[src/rtl/mips_div_pkg.sv]
// Shared types and constants for the multi-cycle MIPS divider (div, div_step).
package mips_div_pkg;

   localparam int DIV_ITER  = 32;
   localparam int DIV_CNT_W = $clog2(DIV_ITER);

   typedef enum logic [1:0] {
      IDLE = 2'd0,
      CALC = 2'd1,
      DONE = 2'd2
   } div_state_t;

endpackage

[src/rtl/div_step.sv]
// One radix-2 restoring division step: shift {rem, quo} left, trial-subtract, select.
module div_step #(
   parameter int WIDTH = 32
) (
   input  logic [WIDTH-1:0] rem,
   input  logic [WIDTH-1:0] quo,
   input  logic [WIDTH-1:0] divisor,
   output logic [WIDTH-1:0] rem_next,
   output logic [WIDTH-1:0] quo_next
);

   logic [WIDTH:0] shifted;
   logic [WIDTH:0] diff;

   // rem < divisor keeps |shifted - divisor| below 2^WIDTH, so diff[WIDTH] is a valid sign bit
   assign shifted = {rem, quo[WIDTH-1]};
   assign diff    = shifted - {1'b0, divisor};

   always_comb begin
      quo_next = {quo[WIDTH-2:0], 1'b0};
      rem_next = shifted[WIDTH-1:0];
      if (!diff[WIDTH]) begin
         rem_next    = diff[WIDTH-1:0];
         quo_next[0] = 1'b1;
      end
   end

endmodule

[src/rtl/div.sv]
// Multi-cycle DIV/DIVU unit returning {remainder, quotient}; one quotient bit per cycle.
// Optional DIV_ZERO_FAST_EN: a zero divisor skips the iteration and completes immediately.
module div
   import mips_div_pkg::*;
#(
   parameter int WIDTH = DIV_ITER
) (
   input  logic               clk,
   input  logic               rst,
   input  logic [WIDTH-1:0]   a,
   input  logic [WIDTH-1:0]   b,
   input  logic               sign,
   input  logic               opn_valid,
   output logic               opn_ready,
   input  logic               cancel,
   output logic               res_valid,
   input  logic               res_ready,
   output logic [2*WIDTH-1:0] result
);

   localparam int CNT_W = $clog2(WIDTH);

   div_state_t          state_reg;
   logic [CNT_W-1:0]    cnt_reg;
   logic [WIDTH-1:0]    rem_reg;
   logic [WIDTH-1:0]    quo_reg;
   logic [WIDTH-1:0]    div_reg;
   logic                neg_q_reg;
   logic                neg_r_reg;
   logic                res_valid_reg;
   logic                opn_ready_reg;
   logic [2*WIDTH-1:0]  result_reg;

   logic [WIDTH-1:0]    rem_next;
   logic [WIDTH-1:0]    quo_next;
   logic [WIDTH-1:0]    abs_a;
   logic [WIDTH-1:0]    abs_b;

   assign abs_a = (sign && a[WIDTH-1]) ? -a : a;
   assign abs_b = (sign && b[WIDTH-1]) ? -b : b;

   div_step #(.WIDTH(WIDTH)) u_step (
      .rem      (rem_reg),
      .quo      (quo_reg),
      .divisor  (div_reg),
      .rem_next (rem_next),
      .quo_next (quo_next)
   );

   always_ff @(posedge clk) begin
      if (rst) begin
         state_reg     <= IDLE;
         cnt_reg       <= '0;
         rem_reg       <= '0;
         quo_reg       <= '0;
         div_reg       <= '0;
         neg_q_reg     <= 1'b0;
         neg_r_reg     <= 1'b0;
         res_valid_reg <= 1'b0;
         opn_ready_reg <= 1'b1;
         result_reg    <= '0;
      end else if (cancel) begin
         // flush: drop whatever is in flight, but leave result as it was
         state_reg     <= IDLE;
         res_valid_reg <= 1'b0;
         opn_ready_reg <= 1'b1;
      end else begin
         case (state_reg)
            IDLE: begin
               if (opn_valid) begin
                  rem_reg       <= '0;
                  quo_reg       <= abs_a;
                  div_reg       <= abs_b;
                  neg_q_reg     <= sign & (a[WIDTH-1] ^ b[WIDTH-1]);
                  neg_r_reg     <= sign & a[WIDTH-1];
                  cnt_reg       <= '0;
                  opn_ready_reg <= 1'b0;
`ifdef DIV_ZERO_FAST_EN
                  if (b == '0) begin
                     result_reg    <= {a, {WIDTH{1'b1}}};
                     res_valid_reg <= 1'b1;
                     state_reg     <= DONE;
                  end else begin
                     state_reg <= CALC;
                  end
`else
                  state_reg <= CALC;
`endif
               end
            end
            CALC: begin
               rem_reg <= rem_next;
               quo_reg <= quo_next;
               cnt_reg <= cnt_reg + CNT_W'(1);
               if (cnt_reg == CNT_W'(WIDTH - 1)) begin
                  result_reg    <= {neg_r_reg ? -rem_next : rem_next,
                                    neg_q_reg ? -quo_next : quo_next};
                  res_valid_reg <= 1'b1;
                  state_reg     <= DONE;
               end
            end
            DONE: begin
               if (res_ready) begin
                  res_valid_reg <= 1'b0;
                  opn_ready_reg <= 1'b1;
                  state_reg     <= IDLE;
               end
            end
            default: begin
               state_reg     <= IDLE;
               res_valid_reg <= 1'b0;
               opn_ready_reg <= 1'b1;
            end
         endcase
      end
   end

   assign opn_ready = opn_ready_reg;
   assign res_valid = res_valid_reg;
   assign result    = result_reg;

endmodule

[config.mk]
export PLATFORM = sky130hd
export DESIGN_NAME = div
export DESIGN_NICKNAME = d
export VERILOG_FILES = /design/src/rtl/mips_div_pkg.sv /design/src/rtl/div_step.sv /design/src/rtl/div.sv
export SDC_FILE = /design/constraint.sdc
export NUM_CORES = 1
export LEC_CHECK = 0
export ABC_AREA = 1
export ABC_CLOCK_PERIOD_IN_PS = 3600
export CAP_MARGIN = 0
export CORE_MARGIN = 10
export CORE_UTILIZATION = 53
export DETAILED_ROUTE_END_ITERATION = 12
export GPL_ROUTABILITY_DRIVEN = 0
export GPL_TIMING_DRIVEN = 0
export PLACE_DENSITY = 0.77
export SYNTH_ARGS = -nofsm -noshare
export SYNTH_HDL_FRONTEND = slang
export SYNTH_SLANG_ARGS = --single-unit
[constraint.sdc]
create_clock -name clk -period 3.6 [get_ports clk]
set_input_delay 1.08 -clock clk [delete_from_list [all_inputs] [get_ports clk]]
set_output_delay 1.08 -clock clk [all_outputs]
set_load 0.05 [all_outputs]
==> results of run 1 <==
## routing by layer
metal,track usage,up-vias,routed length [um]
met2,0.4573,771,20870
met1,0.3612,6834,18940
met5,0,-,0
met4,0.1462,0,2364
li1,-,7126,-
met3,0.04872,163,3840
## area by class of cell
type / instances / share of cell area
Inverter: 288 / 0.06821
Sequential cell: 171 / 0.2167
Clock buffer: 21 / 0.02829
Clock inverter: 11 / 0.008408
Buffer: 77 / 0.02420
Timing Repair Buffer: 176 / 0.1043
Multi-Input combinational cell: 1560 / 0.5248
Tap cell: 319 / 0.02507
## cells in the mapped netlist (4+ instances only)
library cell	n
o21bai_1	4
o211ai_1	33
nand3b_1	10
inv_1	277
o21ai_0	128
or2_2	8
buf_2	9
a31oi_1	6
nand2_2	30
nand2_4	7
nand4_1	14
o21ai_1	10
inv_2	9
nand3_1	91
nor2_1	225
nor2_2	9
xor2_1	49
clkbuf_1	54
xnor2_1	24
buf_4	4
dfxtp_1	171
nand2_1	594
a21o_1	4
nor4_1	12
ha_1	38
buf_6	6
a21oi_1	183
o221ai_1	19
nor3_1	28
## final timing paths
check | start | to | slack [ps] | depth (start not counted)
worst max register to register | div_reg[25] | result[30] | 80 | 27
worst max-delay path | div_reg[25] | result[30] | 80 | 27
worst min-delay path | opn_ready | opn_ready | 470 | 1
worst min register to register | opn_ready | opn_ready | 470 | 1
## logic make-up after synthesis
family	count (synthesis)	synth area share
flops	171	0.2691
simple gates	1040	0.3460
xor+xnor	73	0.05026
buf+inv	365	0.1142
compound gates	408	0.1815
fa+ha+maj	39	0.03895
## through the flow
stage	hold WS (ps)	instances	setup WS [ps]
global route	496.6	2623	-122.3
CTS	476.9	2613	-62.63
finish	472.8	2623	76.61
global placement	458.8	2549	-669.9
floorplan	440.9	2096	25.37
detailed placement	455.9	2549	-686.4
## repair_timing
| action | CTS | global route |
|---|---|---|
| buffers inserted | 32 | 11 |
| pin swaps | 15 | 20 |
| endpoints found under the setup margin | 15 | 48 |
| gates resized for setup | 45 | 86 |
## power breakdown
part / total [mW] / internal, mW / switching, mW
Clock: 1.90 / 1.05 / 0.843
Sequential: 2.00 / 1.94 / 0.0569
Combinational: 1.37 / 0.509 / 0.866
Total: 5.27 / 3.51 / 1.77
==> results.json, run 1 <==
{
  "status": "completed",
  "path_delay_family": "simple AND/OR/NAND/NOR gates",
  "largest_reg_flops": 64,
  "fill_cells": 2108,
  "slowest_stage": "dfxtp_2",
  "cts_buffer_depth": 2,
  "crit_path_frequent_cell": "nand2_1",
  "period_needed_ps": 3523,
  "startpoint_type": "flip-flop",
  "synth-edff-count": 0,
  "place_hpwl_um": 35010,
  "post-route-period-util": 0.9787,
  "remaining_drc_errors": 0,
  "yosysSeqAreaShare": 0.2691,
  "cts_made_buffers": 17,
  "crit_required_ps": 3930,
  "peakVddDrop_mv": 0.2650,
  "fp.dieW_um": 174.9,
  "finalPower_mw": 5.273,
  "vias_per_cell": 5.678,
  "pin_count": 136,
  "rsz0062_at_grt": "true",
  "final_antenna_net_count": 0,
  "clkTransAtPathRegs_ps": 70,
  "critPathMaxStageDelay_ps": 330,
  "drt_first_pass_iters": 6,
  "p_leak_nw": 7.467,
  "path_buf_inv": 4,
  "nets": 2400,
  "ys_async_sr_fraction": 0,
  "row_count": 56,
  "io_buffers": 134,
  "hold_class": "flip-flop to flip-flop",
  "critical_path_class": "flip-flop to flip-flop",
  "diodes": 0,
  "multiInputGateArea_um2": 8357,
  "overflow": 0,
  "maxCapViolCount": 0,
  "mostFrequentLayoutCell": "nand2_1",
  "grt_pass1_wl_um": 71110,
  "cts_tree": "done",
  "cts.sinks": 171,
  "finalInstanceArea_um2": 15920,
  "wl_per_cell_um": 17.54,
  "syn-num-nets": 2205,
  "syn_inst": 2096,
  "worst_pin_slew_ps": 886.5,
  "synth_area_um2": 12720,
  "start_util": 0.5403,
  "cp-end-kind": "flip-flop",
  "placed_area_um2": 14480,
  "drtIter0Drc": 1728,
  "antenna_found_initial": 0,
  "cp_max_fo": 5,
  "fmax_ghz": 0.2838,
  "die_area_um2": 30600,
  "cts_hold_buffers": 0,
  "powerDensity_nw_per_um2": 331.2,
  "grt_max_degree": 17,
  "setup_tns_ps": 0,
  "hold_viol": 0,
  "synthFlopType": "dfxtp_1",
  "slew_headroom": 0.4090,
  "avgSynthCellArea_um2": 6.069,
  "layout-drive-gt1-share": 0.1207,
  "htreeDepth": 4,
  "fin_util": 0.6763,
  "grtUsageTotal": 0.2853,
  "core_um2": 23540,
  "syn2layout_area_growth_pct": 25.17,
  "yosys_register_bits": 171,
  "synthTopCellsByArea": "dfxtp_1, nand2_1, inv_1, a21oi_1, nor2_1",
  "report.final.slew_viol_count": 0,
  "clock_latency_ps": 440,
  "yosysWarnings": 0,
  "fin_skew_ps": 11.80,
  "vias": 14894,
  "final_cell_mix": "nand2_1, inv_1, nor2_1",
  "grt_pass1_vias": 13712,
  "synth_top_area_share": 0.2691,
  "setup_viol": 0,
  "synth_cell_types": 57,
  "arrival_ps": 3850,
  "seqCellArea_um2": 3451,
  "finalWirelength_um": 46020,
  "die_h_um": 174.9,
  "root_buffer": "clkbuf_16",
  "yosysTopAreaCell": "dfxtp_1"
}
Note: power is estimated with default switching activity, not from simulation.
==> run 2: changes to the inputs <==
Settings changed: SYNTH_HIERARCHICAL from default to 1, TNS_END_PERCENT from default to 30.
==> results.json, run 2 <==
{
  "fill_cells": 2488,
  "period_needed_ps": 3519,
  "setup_tns_ps": 0,
  "preCtsSetupSlack_ps": -288.4,
  "finalInstanceArea_um2": 16040,
  "final_cell_mix": "nand2_1, inv_1, nor2_1",
  "status": "completed",
  "yosysWarnings": 6,
  "ff2ff_setup_slack_ps": 80,
  "placed_area_um2": 15230,
  "rsz0062_at_grt": "true",
  "root_buffer": "clkbuf_16",
  "fp.dieW_um": 179.4,
  "diodes": 0,
  "syn-num-nets": 2454,
  "slowest_stage": "fa_2",
  "pin_count": 136,
  "syn2layout_area_growth_pct": 19.05,
  "fin_util": 0.6389,
  "post-route-period-util": 0.9774,
  "cts.sinks": 171,
  "hold_viol": 0,
  "maxCapViolCount": 0,
  "row_count": 58,
  "ys_async_sr_fraction": 0,
  "grtUsageTotal": 0.2711,
  "hold_depth": 2,
  "avgSynthCellArea_um2": 5.746,
  "synth_common_cells": "nand2_1, inv_1, nor2_1",
  "path_buf_inv": 6,
  "die_h_um": 179.4,
  "synthFlopType": "dfxtp_1",
  "yosysSeqAreaShare": 0.2541,
  "setup_viol": 0,
  "synth_top_area_share": 0.2541,
  "antenna_found_initial": 0,
  "start_util": 0.5366,
  "critical_path_class": "flip-flop to flip-flop",
  "wl_per_cell_um": 16.32,
  "remaining_drc_errors": 0,
  "startpoint_type": "flip-flop",
  "grt_max_degree": 19,
  "cts_hold_buffers": 0,
  "path_delay_family": "simple AND/OR/NAND/NOR gates",
  "cp_max_fo": 10,
  "fin_skew_ps": 15.34,
  "hp-start": "div_reg[20]",
  "core_um2": 25110,
  "crit_path_frequent_cell": "nand2_1",
  "hold_class": "flip-flop to flip-flop",
  "worst_r2r_startpoint": "quo_reg[31]",
  "finalWorstSetupSlack_ps": 81.22,
  "min_to": "div_reg[20]",
  "place_hpwl_um": 37250,
  "cts_tree": "done",
  "finalWirelength_um": 46460,
  "worst_pin_slew_ps": 751.9,
  "ff2ff_path_depth": 27,
  "synth_area_um2": 13470,
  "synth.most_common_cell": "nand2_1",
  "nets": 2613,
  "clock_latency_ps": 440,
  "syn_inst": 2345,
  "p_leak_nw": 7.872,
  "cp-end-kind": "flip-flop",
  "critPathMaxStageDelay_ps": 380,
  "drt_first_pass_iters": 7,
  "die_area_um2": 32200,
  "crit_required_ps": 3950,
  "cts_made_buffers": 17,
  "vias_per_cell": 5.492,
  "final_antenna_net_count": 0,
  "slew_headroom": 0.4987,
  "synthTopCellsByArea": "dfxtp_1, nand2_1, inv_1, nor2_1, nand3_1",
  "mostFrequentLayoutCell": "nand2_1",
  "io_buffers": 134,
  "largest_reg_flops": 64,
  "layout-drive-gt1-share": 0.07151,
  "report.final.slew_viol_count": 0,
  "synth-edff-count": 0,
  "arrival_ps": 3870,
  "vias": 15635,
  "yosysTopAreaCell": "dfxtp_1",
  "overflow": 0,
  "peakVddDrop_mv": 0.2437,
  "rr_endpoint": "result[54]",
  "grt_pass1_wl_um": 72710,
  "synth_cell_types": 42,
  "drtIter0Drc": 1673,
  "clkTransAtPathRegs_ps": 80,
  "yosys_register_bits": 171,
  "cts_buffer_depth": 2,
  "htreeDepth": 4,
  "powerDensity_nw_per_um2": 340.0,
  "grt_pass1_vias": 14161,
  "fmax_ghz": 0.2842
}
==> run 2: cell count changes in the layout (fill, tap and decap cells not counted), sizes merged, moves of 16 or more <==
| cell | delta |
|---|---|
| o21ai | -26 |
| xnor2 | -16 |
| nor2 | +69 |
| nand2 | +94 |
| nand3 | +101 |
| o211ai | -20 |
| clkbuf | -22 |
| inv | +43 |
==> run 2: worst max path at each step <==
stage | from | endpoint | slack, ps | cells past startpoint
final | quo_reg[31] | result[54] | 80 | 27
after global routing | quo_reg[31] | result[53] | -60 | 24
after CTS | quo_reg[31] | result[53] | 20 | 24
after detailed placement | quo_reg[31] | result[48] | -290 | 27
after global placement | quo_reg[31] | result[48] | -190 | 27
after floorplan | quo_reg[31] | result[48] | 390 | 27
==> run 2: what timing repair did <==
item | in CTS | in global routing
gates resized for setup | 13 | 37
pin swaps | 1 | 5
gates cloned | 0 | 0
setup buffers | 2 | 4
setup endpoints to repair | 22 | 37
==> run 2: cell type report <==
type,instances,area (um^2),area share
clock buffers,17,425.4,0.02652
inverters,326,1224,0.07628
clock inverters,15,196.4,0.01225
plain buffers,110,625.6,0.03900
flip-flops and latches,171,3425,0.2135
multi-input cells,1738,8347,0.5203
well taps,330,412.9,0.02574
repair buffers,140,1386,0.08642
==> run 2: worst min-delay path: cells and delay by family, from the launching register on <==
kind             cells  cell delay [ps]
and+or+nand+nor      2              100
DFF                  1              320
==> run 2: cells by family after synthesis <==
family / synth area share
XOR/XNOR: 0.03770
flip-flops: 0.2541
buffers and inverters: 0.1372
adder cells (fa/ha/maj): 0.03677
AO/OA/AOI/OAI: 0.1377
AND/OR/NAND/NOR: 0.3965
==> run 2: metrics by stage <==
stage,std cells,hold slack [ps],power [mW]
floorplan,2345,426.0,3.002
global placement,2809,441.3,3.399
detailed placement,2809,441.2,3.420
CTS,2843,456.4,5.361
global route,2847,468.8,5.698
finish,2847,462.3,5.455
==> run 2: metal layers <==
layer	up-vias	track usage	wire (um)	share of wire
li1	7705	-	-	-
met1	7054	0.3532	19980	0.43
met2	753	0.4378	20720	0.45
met3	123	0.04558	4129	0.089
met4	0	0.1042	1626	0.035
met5	-	0	0	0
==> run 2: report_power, final <==
group	internal [mW]	total (mW)	switching [mW]	leakage, nW
combinational	0.519	1.52	0.998	6.18
clock	1.07	1.97	0.902	0.304
sequential	1.94	1.97	0.0288	1.39
total	3.53	5.45	1.93	7.87
